**src/rtl/lpf_multi_enc.sv**
```systemverilog
// lpf_multi_enc: per-channel synchroniser and run-length glitch filter for encoder inputs.
// Filtered levels, edge strobes and saturating glitch counts are all registered outputs.
module lpf_multi_enc #(
  parameter int CH   = 3,
  parameter int SYNC = 2,
  parameter int CW   = 14,
  parameter int GW   = 16
) (
  input  logic             clk,
  input  logic             reset,
  input  logic [CH-1:0]    signal,
  input  logic [1:0]       mode,
  input  logic [CW-1:0]    th_rise,
  input  logic [CW-1:0]    th_fall,
  input  logic             glitch_clr,
  output logic [CH-1:0]    sig_filter,
  output logic [CH-1:0]    rise_p,
  output logic [CH-1:0]    fall_p,
  output logic [CH-1:0]    glitch_p,
  output logic [CH*GW-1:0] glitch_cnt
);

  localparam logic [1:0]    MODE_BYPASS = 2'd0;
  localparam logic [1:0]    MODE_SYM    = 2'd1;
  localparam logic [1:0]    MODE_ASYM   = 2'd2;
  localparam logic [1:0]    MODE_FREEZE = 2'd3;
  localparam logic [CW:0]   RUN_MAX     = '1;
  localparam logic [GW-1:0] CNT_MAX     = '1;

  // Mode decode shared by every channel.
  logic filter_active;
  logic count_enable;

  always_comb begin
    filter_active = (mode != MODE_FREEZE);
    count_enable  = (mode == MODE_SYM) || (mode == MODE_ASYM);
  end

  genvar gi;
  generate
    for (gi = 0; gi < CH; gi = gi + 1) begin : g_ch
      logic [SYNC-1:0] sync_reg;
      logic            v;
      logic            differ;
      logic [CW-1:0]   thr;
      logic            accept;
      logic            reject;
      logic            filt_reg;
      logic            filt_next;
      logic [CW:0]     run_reg;
      logic [CW:0]     run_next;
      logic [GW-1:0]   cnt_reg;
      logic [GW-1:0]   cnt_next;
      logic            rise_reg;
      logic            fall_reg;
      logic            glitch_reg;

      // Threshold for the pending direction: v is the level trying to win.
      always_comb begin
        v      = sync_reg[SYNC-1];
        differ = (v != filt_reg);
        case (mode)
          MODE_BYPASS: thr = '0;
          MODE_ASYM:   thr = v ? th_rise : th_fall;
          default:     thr = th_rise;
        endcase
      end

      // run_reg holds the number of samples already seen at the new level, so the
      // current sample is number run_reg+1 and acceptance needs run_reg >= T.
      always_comb begin
        accept    = filter_active && differ && (run_reg >= {1'b0, thr});
        reject    = count_enable && !differ && (run_reg != '0);
        filt_next = accept ? v : filt_reg;

        if (!differ || accept) begin
          run_next = '0;
        end else if (run_reg == RUN_MAX) begin
          run_next = run_reg;
        end else begin
          run_next = run_reg + 1'b1;
        end

        if (glitch_clr) begin
          cnt_next = '0;
        end else if (reject && (cnt_reg != CNT_MAX)) begin
          cnt_next = cnt_reg + 1'b1;
        end else begin
          cnt_next = cnt_reg;
        end
      end

      always_ff @(posedge clk) begin
        if (reset) begin
          sync_reg   <= '0;
          filt_reg   <= 1'b0;
          run_reg    <= '0;
          cnt_reg    <= '0;
          rise_reg   <= 1'b0;
          fall_reg   <= 1'b0;
          glitch_reg <= 1'b0;
        end else begin
          sync_reg   <= {sync_reg[SYNC-2:0], signal[gi]};
          filt_reg   <= filt_next;
          run_reg    <= run_next;
          cnt_reg    <= cnt_next;
          rise_reg   <= accept && v;
          fall_reg   <= accept && !v;
          glitch_reg <= reject;
        end
      end

      assign sig_filter[gi]           = filt_reg;
      assign rise_p[gi]               = rise_reg;
      assign fall_p[gi]               = fall_reg;
      assign glitch_p[gi]             = glitch_reg;
      assign glitch_cnt[gi*GW +: GW]  = cnt_reg;
    end
  endgenerate

endmodule

```
**config.mk**
```make
export PLATFORM = sky130hd
export DESIGN_NAME = lpf_multi_enc
export DESIGN_NICKNAME = d
export VERILOG_FILES = /design/src/rtl/lpf_multi_enc.sv
export SDC_FILE = /design/constraint.sdc
export NUM_CORES = 1
export LEC_CHECK = 0
export CORE_UTILIZATION = 45
export CTS_CLUSTER_SIZE = 20
export DETAILED_ROUTE_END_ITERATION = 10
export HOLD_SLACK_MARGIN = 0.06
export PLACE_DENSITY = 0.68
export SLEW_MARGIN = 20
export SYNTH_ARGS = -nofsm -noshare
export SYNTH_HDL_FRONTEND = slang
export SYNTH_SLANG_ARGS = --single-unit
export TNS_END_PERCENT = 30
```
**constraint.sdc**
```tcl
create_clock -name clk -period 3.71 [get_ports clk]
set_input_delay 0.5565 -clock clk [delete_from_list [all_inputs] [get_ports clk]]
set_output_delay 0.5565 -clock clk [all_outputs]
set_load 0.1 [all_outputs]
```
==> impl.org, run 1 <==
** Run status
- The run finished with clean final reports.

** Clocking
- TritonCTS created 9 clock buffers.
- Clock tree synthesis selected as its root buffer the cell sky130_fd_sc_hd__clkbuf_16.
- The number of setup buffers added after CTS is 0.
- The clock tree synthesis step divided the H-tree into 3 levels.
- Counting along the longest clock path gives a buffer depth of 2.
- Number of buffers inserted by hold repair at cts :: 0
- The tree built by TritonCTS fans out to about 110 sinks.
- The later pin in the worst-skew pair is clocked with a latency of around 0.36 ns.
- After clock tree synthesis, the repair step resized 0 gates.
- TritonCTS built the clock tree.
- After clock tree synthesis, the clock-pin slew on the worst setup and hold paths is about 0.08 ns.

** Layout
- Nets :: between 1000 and 1500
- Fraction of layout instances using a drive strength above 1 :: between 10% and 20%
- Fill cells in the final layout number 1469.
- Syn-to-layout area delta :: 19.4%
- The register with the most flip-flops in the layout has 48 of them.
- The count of cells in the finished layout, fillers not included, comes to 1146.
- The number of antenna diodes in the final layout is 0.
- Summing all flip-flop and latch instances after layout gives 0.00222 mm^2.
- Multi-input gate area in the final layout :: around 0.0047 mm^2

** STA
- Unrepaired setup endpoints after global routing :: no
- Relative slew margins :: between 20% and 30%
- In the finished design, the share of the clock period the worst path needs comes to around nine tenths.
- Across the routed clock network, the largest skew measured is between 0.006 and 0.007 ns.
- Setup violators final :: 0
- For the pin with the worst max-slew slack, the measured transition is around 1.1 ns.
- Crit path time final :: between 3 and 4 ns
- Fmax achieved :: between 300 and 400 MHz
- Setup tns final :: 0 ns
- Endpoints failing hold :: 0
- The count of final max-slew check failures came to 0.

** Hold path
- Type of the tightest min-delay check :: flip-flop to flip-flop

** Drt
- Routed Wire Length :: 17700 um
- Initial drt markers :: roughly 420
- Final routed DRC violation total :: 0
- Before antenna repair, the detailed router went through 5 iterations.
- In the final routed layout, each cell accounts on average for roughly 15 um.
- Summing over every cut layer, the via total after detailed routing is around 6600.
- Using the TritonRoute via totals, the vias-per-cell ratio works out to just under 6.
- Post-DRT Antenna Nets :: 0

** GRT
- The initial antenna violation count was 0.
- Gr ovfl total :: 0
- The via count of the first global-routing pass was 5749.
- Pin count of the biggest net entering global routing :: 44
- The first global-routing pass estimated between 20000 and 30000 um of wire.
- In the global route stage, overall resource usage came out at about 22%.

** Synthesis
- The mapped netlist covers around 0.0073 mm^2.
- Sequential cells were found to cover a little over 30% of the synthesized design area.
- Counting flops with an async set or reset pin after synthesis yields a share of 0%.
- Synth cell types :: 64
- Top flip-flop cell by instance count after synthesis :: sky130_fd_sc_hd__dfxtp_1
- For this run, the number of Yosys warnings is 0.
- Cells after synthesis :: 850
- Nets in the synthesized netlist :: between 900 and 1000
- Synthesis inferred about 110 register bits.
- Counting flops with a built-in enable in the synthesized netlist gives 0.
- Syn Area/Cell :: approximately 8.6 um^2

** Floorplan
- For this configuration, the core starts out at a cell density of between 40% and 50%.
- Pin placement for this block handled 96 I/O pins.
- The initialized floorplan defines 46 standard-cell rows.
- Die Height :: between 100 and 150 um
- The floorplan step defined a core boundary enclosing around 0.016 mm^2.
- The die covers 0.0167 mm^2.
- Die width :: between 100 and 150 um

** Placed design
- Count of placed standard cells including taps :: approximately 1100
- Summed over all nets, the half-perimeter wirelength after detailed placement is 13100 um.
- The congestion estimate from routability-driven global placement came to 0.809.
- Buffers placed on the I/O ports in this run total 95.

** Pwr
- Power density normalized to cell area :: just under 300 mW/mm^2
- Worst supply voltage drop on vdd :: about 0.22 mV
- Static leakage power :: between 2 and 3 nW
- Total power for the finished layout comes to between 0.002 and 0.003 W.

** Critical path
- Arrival time at the worst endpoint :: between 3 and 4 ns
- At the worst endpoint, the required time is 4.01 ns.
- Kind of end point of the critical path :: flip-flop
- Biggest fanout along the worst timing path :: 11
- Startpoint-to-endpoint class of the critical path :: primary input to flip-flop
- CP Launch Type :: primary input

** Flow run
- Total of max-cap violations :: 0
stage by stage:
stage / cell area (um^2) / hold WS, ns / utilization [%] / setup WS, ns
after floorplan: 7270 / 0.414 / - / 0.661
after global placement: 8350 / 0.431 / 52.8 / 0.143
after detailed placement: 8350 / 0.436 / 52.8 / 0.0997
after CTS: 8690 / 0.453 / 54.9 / 0.469
after global routing: 8690 / 0.464 / 54.9 / 0.191
final: 8690 / 0.445 / 54.9 / 0.430
layout make-up:
| type | count | share of cell area (%) |
|---|---|---|
| Clock buffer | 9 | 2.59 |
| Clock inverter | 7 | 1.25 |
| Inverter | 25 | 1.08 |
| Multi-Input combinational cell | 667 | 53.9 |
| Sequential cell | 111 | 25.6 |
| Tap cell | 216 | 3.11 |
| Timing Repair Buffer | 111 | 12.5 |
critical path, stage by stage:
cell and delay, ns:
sky130_fd_sc_hd__clkdlybuf4s50_1 0.48, sky130_fd_sc_hd__inv_1 0.06, sky130_fd_sc_hd__ha_1 0.23, sky130_fd_sc_hd__nor2_1 0.12, sky130_fd_sc_hd__buf_4 0.15, sky130_fd_sc_hd__buf_4 0.18, sky130_fd_sc_hd__and2_1 0.19, sky130_fd_sc_hd__a21oi_1 0.06
sky130_fd_sc_hd__ha_1 0.29, sky130_fd_sc_hd__a21oi_1 0.14, sky130_fd_sc_hd__o21ai_0 0.11, sky130_fd_sc_hd__a21oi_1 0.38, sky130_fd_sc_hd__o211ai_2 0.26, sky130_fd_sc_hd__buf_4 0.23, sky130_fd_sc_hd__nor2_1 0.11
cell usage after synthesis (10+ instances only):
library cell | n | area (um^2)
sky130_fd_sc_hd__or3_1 | 17 | 106
sky130_fd_sc_hd__o21ai_0 | 21 | 105
sky130_fd_sc_hd__and2_1 | 15 | 93.8
sky130_fd_sc_hd__nand3_1 | 30 | 150
sky130_fd_sc_hd__buf_4 | 17 | 128
sky130_fd_sc_hd__ha_1 | 54 | 676
sky130_fd_sc_hd__nor3_1 | 21 | 105
sky130_fd_sc_hd__nor4b_1 | 10 | 87.6
sky130_fd_sc_hd__or4_1 | 20 | 150
sky130_fd_sc_hd__a21oi_1 | 95 | 475
sky130_fd_sc_hd__xnor2_1 | 33 | 289
sky130_fd_sc_hd__inv_1 | 25 | 93.8
sky130_fd_sc_hd__mux2_2 | 39 | 439
sky130_fd_sc_hd__nor2_1 | 77 | 289
sky130_fd_sc_hd__o31ai_1 | 18 | 135
sky130_fd_sc_hd__nand4_1 | 24 | 150
sky130_fd_sc_hd__nand2_1 | 51 | 191
sky130_fd_sc_hd__dfxtp_1 | 111 | 2220
sky130_fd_sc_hd__clkbuf_1 | 17 | 63.8
worst paths after layout:
kind | start | to | slack (ns) | cells past startpoint
max | mode[0] | g_ch[2].run_reg[1] | 0.43 | 15
min | g_ch[0].sync_reg[0] | g_ch[0].sync_reg[1] | 0.44 | 1
max reg2reg | g_ch[0].sync_reg[1] | g_ch[0].run_reg[5] | 0.71 | 9
min reg2reg | g_ch[0].sync_reg[0] | g_ch[0].sync_reg[1] | 0.44 | 1
power breakdown:
part	leakage (nW)	total [W]	switching (W)	internal, W
registers	0.895	0.00120	0.00000535	0.00119
logic	1.81	0.000277	0.000148	0.000129
clock network	0.155	0.00109	0.000485	0.000601
layer usage:
layer | part of all wire [%] | up-vias | track usage (%) | wire length, um
li1 | - | 3333 | - | -
met1 | 49 | 3099 | 31.2 | 8740
met2 | 45 | 161 | 34.2 | 7980
met3 | 4.1 | 17 | 2.68 | 726
met4 | 1.5 | 0 | 7.06 | 262
met5 | 0 | - | 0 | 0
cells by family (layout without fill, tap and decap cells):
| family | Yosys count | in the layout | share of synthesized area [%] |
|---|---|---|---|
| xor gates and xnor gates | 36 | 36 | 4.54 |
| muxes | 45 | 45 | 6.87 |
| adders and majority gates | 54 | 54 | 9.29 |
| DFF | 111 | 111 | 30.6 |
| and+or+nand+nor | 336 | 336 | 26.5 |
| buffers and inverters | 72 | 152 | 5.06 |
| AOI/OAI and AO/OA | 196 | 196 | 17.2 |
cells in the final DEF, fill, tap and decap left out, types with 4 or more instances in the layout:
cell type                         instances
sky130_fd_sc_hd__inv_1                   25
sky130_fd_sc_hd__a21oi_1                 95
sky130_fd_sc_hd__mux2_2                  39
sky130_fd_sc_hd__or4_1                   20
sky130_fd_sc_hd__or3_1                   17
sky130_fd_sc_hd__nor4_2                   5
sky130_fd_sc_hd__nand4_1                 24
sky130_fd_sc_hd__buf_4                   15
sky130_fd_sc_hd__o311a_1                  4
sky130_fd_sc_hd__nand2b_1                 4
sky130_fd_sc_hd__a211oi_1                 9
sky130_fd_sc_hd__a21o_1                   6
sky130_fd_sc_hd__o41ai_1                  9
sky130_fd_sc_hd__nor4_1                   9
sky130_fd_sc_hd__and2_1                  15
sky130_fd_sc_hd__o31ai_1                 18
sky130_fd_sc_hd__and4_1                   6
sky130_fd_sc_hd__ha_1                    54
sky130_fd_sc_hd__clkbuf_16                9
sky130_fd_sc_hd__nor3b_1                  5
sky130_fd_sc_hd__and3_1                   9
sky130_fd_sc_hd__o21ai_0                 21
sky130_fd_sc_hd__nor4b_1                 10
sky130_fd_sc_hd__xnor2_1                 33
sky130_fd_sc_hd__mux2i_1                  6
sky130_fd_sc_hd__nor2_1                  77
sky130_fd_sc_hd__nand3_1                 30
sky130_fd_sc_hd__o311ai_0                 5
sky130_fd_sc_hd__dfxtp_1                111
sky130_fd_sc_hd__o21a_1                   5
sky130_fd_sc_hd__nor3_1                  21
sky130_fd_sc_hd__clkdlybuf4s50_1         95
sky130_fd_sc_hd__nand2_1                 51
sky130_fd_sc_hd__nor2b_1                  9
(Power assumes the default switching activity.)
==> inputs of run 2 (changes only) <==
PLACE_DENSITY = 0.76   (was 0.68)
==> run 2 against run 1 <==
  * Final cell count is 0.35% lower
  * Fmax fell by 1.2%
  * Final area shrank 0.97%
  * Worst hold slack worse by 0.0026 ns
  * Global-route usage about the same
  * Via count up 0.29%
  * Clock power fell by 10%
  * Register-to-register slack worse by 0.08 ns
==> impl.org, run 2 (synthesized netlist as in run 1, its figures left out) <==
** Layout
- Most common cell after layout, fill and taps aside :: sky130_fd_sc_hd__dfxtp_1 (unchanged)
- Fill count :: 1471 (was 1469)
- Final cell count without fillers :: 1142 (was 1146)
- The number of flip-flops in the largest register is 48 (unchanged).
- Syn-to-layout area delta :: 18.3% (was 19.4%)
- The multi-input gate area in the final layout was 0.00468 mm^2 (about the same).
- The sequential cell area came to 0.00222 mm^2 (unchanged).
- The number of diodes added for antenna fixing was 0 (unchanged).
- Highest-count cells in the layout ignoring fill and taps: sky130_fd_sc_hd__dfxtp_1 (111), sky130_fd_sc_hd__a21oi_1 (95), sky130_fd_sc_hd__clkdlybuf4s50_1 (95) (unchanged).
- Final core utilization :: 54.3% (was 54.9%)
- The share of final-layout standard cells stronger than drive strength 1 was 10.2% (was 10.4%).
- Nets :: 1011 (was 1015)

** Flow run
- Total of max-cap violations :: 0 (unchanged)

** Run status
- Run status :: finished clean (unchanged)

** STA
- Setup violators final :: 0 (unchanged)
- The max-slew headroom at the worst pin was 30.5% (was 28.3%).
- The minimum clock period is 3.32 ns (was 3.28 ns).
- The count of final max-slew check failures came to 0 (unchanged).
- Endpoints failing hold :: 0 (unchanged)
- Fmax achieved :: 301 MHz (was 305 MHz)
- Setup tns final :: 0 ns (unchanged)
- Final cycle utilization of the critical path :: 89.5% (was 88.4%)
- Post-route clock skew :: 0.00991 ns (was 0.00630 ns)
- Unrepaired setup endpoints after global routing: no (unchanged).
- Worst Tran Pin Value :: 1.04 ns (was 1.07 ns)

** Floorplan
- Number of rows created at floorplan :: 46 (unchanged)
- The die height is 129 um (unchanged).
- The core area is 0.0158 mm^2 (unchanged).
- The number of placed I/O pins is 96 (unchanged).
- Die width :: 129 um (unchanged)
- The starting density of the core came to 45.9% (unchanged).
- The die area was 0.0167 mm^2 (unchanged).

** Critical path
- Arrival time at the worst endpoint :: 3.54 ns (was 3.58 ns)
- Crit-path slowest cell :: sky130_fd_sc_hd__o211ai_2 (was sky130_fd_sc_hd__clkdlybuf4s50_1)
- Buffer and inverter count on the worst path :: 3 (was 5)
- Largest stage delay, worst path :: 0.57 ns (was 0.48 ns)
- The instance count on the critical path came to 12 (was 15).
- CP Launch Type :: primary input (unchanged)
- The critical path required time came to 3.93 ns (was 4.01 ns).
- Biggest fanout along the worst timing path :: 15 (was 11)
- Top cell by count, worst path :: sky130_fd_sc_hd__ha_1
- The startpoint-to-endpoint class of the critical path was primary input to flip-flop (unchanged).
- The cell family with the largest share of critical-path delay is simple AND/OR/NAND/NOR gates (was buffers and inverters).
- The critical register-to-register path startpoint was g_ch[2].sync_reg[1] (was g_ch[0].sync_reg[1]).
- The endpoint kind of the worst setup timing path was a flip-flop (unchanged).
- RR Endpoint :: g_ch[2].run_reg[2] (was g_ch[0].run_reg[5])
- Cell-by-cell trace of the critical path: clkdlybuf4s50_1, inv_1, ha_1, nor2_1, buf_4, and2_1, a21oi_1, ha_1, nand4_1, or3_1, o211ai_2, nor3_1 (was clkdlybuf4s50_1, inv_1, ha_1, nor2_1, buf_4, buf_4, and2_1, a21oi_1, ha_1, a21oi_1, o21ai_0, a21oi_1, o211ai_2, buf_4, nor2_1).
- The cell count of the worst reg-to-reg path came to 8 (was 9).
- The worst-case register-to-register setup slack was 0.63 ns (was 0.71 ns).

** Clocking
- The count of clock tree sinks is 111 (unchanged).
- The depth of the CTS H-tree came to 3 (unchanged).
- Number of buffers inserted by hold repair at cts :: 0 (unchanged)
- The number of resized instances in the post-cts repair step was 0 (unchanged).
- The number of buffers inserted during clock tree synthesis was 9 (unchanged).
- The buffer type at the clock tree root was sky130_fd_sc_hd__clkbuf_16 (unchanged).
- The clock insertion delay at the later pin of the skew report came to 0.36 ns (about the same).
- The maximum clock insertion buffer count is 2 (unchanged).
- Setup Fix Bufs, Post-CTS :: 0 (unchanged)
- The clock tree from TritonCTS is done (unchanged).
- The clock-pin slew on the worst setup and hold paths is 0.08 ns (about the same).

** Placed design
- Total half-perimeter wirelength after legalization and detailed placement :: 13200 um (was 13100 um)
- PortBufs :: 95 (unchanged)
- The global placement routability congestion was 0.850 (was 0.809).
- The number of instances in the placed design is 1126 (was 1130).

** Drt
- Final routed DRC violation total :: 0 (unchanged)
- The count of antenna-violating nets left after detailed routing is 0 (unchanged).
- Initial drt markers :: 431 (was 418)
- WL per Instance :: 15.6 um (was 15.5 um)
- The final routed wirelength across all metal layers came to 17800 um (was 17700 um).
- Via count of the routed design :: 6629 (was 6610)
- Via-per-instance ratio :: 5.80 (was 5.77)
- DR pass1 iterations :: 4 (was 5)

** Hold path
- Hold wc startpoint :: g_ch[0].sync_reg[0] (unchanged)
- The type of the most critical hold path was flip-flop to flip-flop (unchanged).
- The hold-critical path depth came to 1 (unchanged).
- The worst hold endpoint is g_ch[0].sync_reg[1] (unchanged).

** GRT
- The first-pass GRT wire length was 29100 um (was 29200 um).
- Antenna violations before repair :: 0 (unchanged)
- The maximum number of pins on one net before global-route repair came to 41 (was 44).
- The global-route usage over all layers came to 21.9% (about the same).
- Number of global-route vias before repair :: 5793 (was 5749)
- The leftover overflow at the end of global routing came to 0 (unchanged).

** Pwr
- Power Total :: 0.00245 W (was 0.00256 W)
- The areal power density over the cells was 285 mW/mm^2 (was 295 mW/mm^2).
- The maximum ir drop on the vdd rail came to 0.280 mV (was 0.222 mV).
- Static leakage power :: 2.82 nW (was 2.86 nW)
[run 2: cell types whose count changed in the layout (fill, tap and decap cells not counted), sizes merged]
cell,before,now
buf,16,12
clkinv,3,0
inv,25,28
bufinv,2,0
clkbuf,9,10
clkinvlp,2,3
[run 2: per-layer routing]
metal,GRT usage [%],routed length (um)
met1,29.9,8470
met4,8.03,286
met5,0,0
met3,2.97,870
met2,35.3,8150
[run 2: stage by stage]
step                      instance area (um^2)  worst slack (ns)  hold WS, ns
after floorplan                           7270             0.661        0.414
after global placement                    8310             0.115        0.423
after detailed placement                  8310            0.0128        0.428
after CTS                                 8600             0.378        0.449
after global routing                      8600             0.143        0.463
final                                     8600             0.389        0.442
[run 2: area by class of cell]
| class | instances | share of cell area (%) |
|---|---|---|
| sequential | 111 | 25.8 |
| clock inverter | 6 | 0.596 |
| multi-input combinational | 667 | 54.5 |
| inverter | 25 | 1.09 |
| tap | 216 | 3.14 |
| timing repair buffer | 107 | 12.1 |
| clock buffer | 10 | 2.78 |
[run 2: worst max-delay path by stage]
| stage | start | endpoint | slack, ns |
|---|---|---|---|
| after floorplan | mode[0] | g_ch[2].run_reg[10] | 0.66 |
| after global placement | mode[0] | g_ch[0].run_reg[10] | 0.11 |
| after detailed placement | mode[0] | g_ch[2].run_reg[2] | 0.01 |
| after CTS | mode[0] | g_ch[2].run_reg[2] | 0.38 |
| after global routing | mode[0] | g_ch[2].run_reg[2] | 0.14 |
| final | mode[0] | g_ch[2].run_reg[2] | 0.39 |
[run 2: where the power goes]
part / switching [W] / total [W] / internal, W
combinational: 0.000148 / 0.000274 / 0.000126
sequential: 0.00000507 / 0.00120 / 0.00119
clock: 0.000494 / 0.000979 / 0.000485
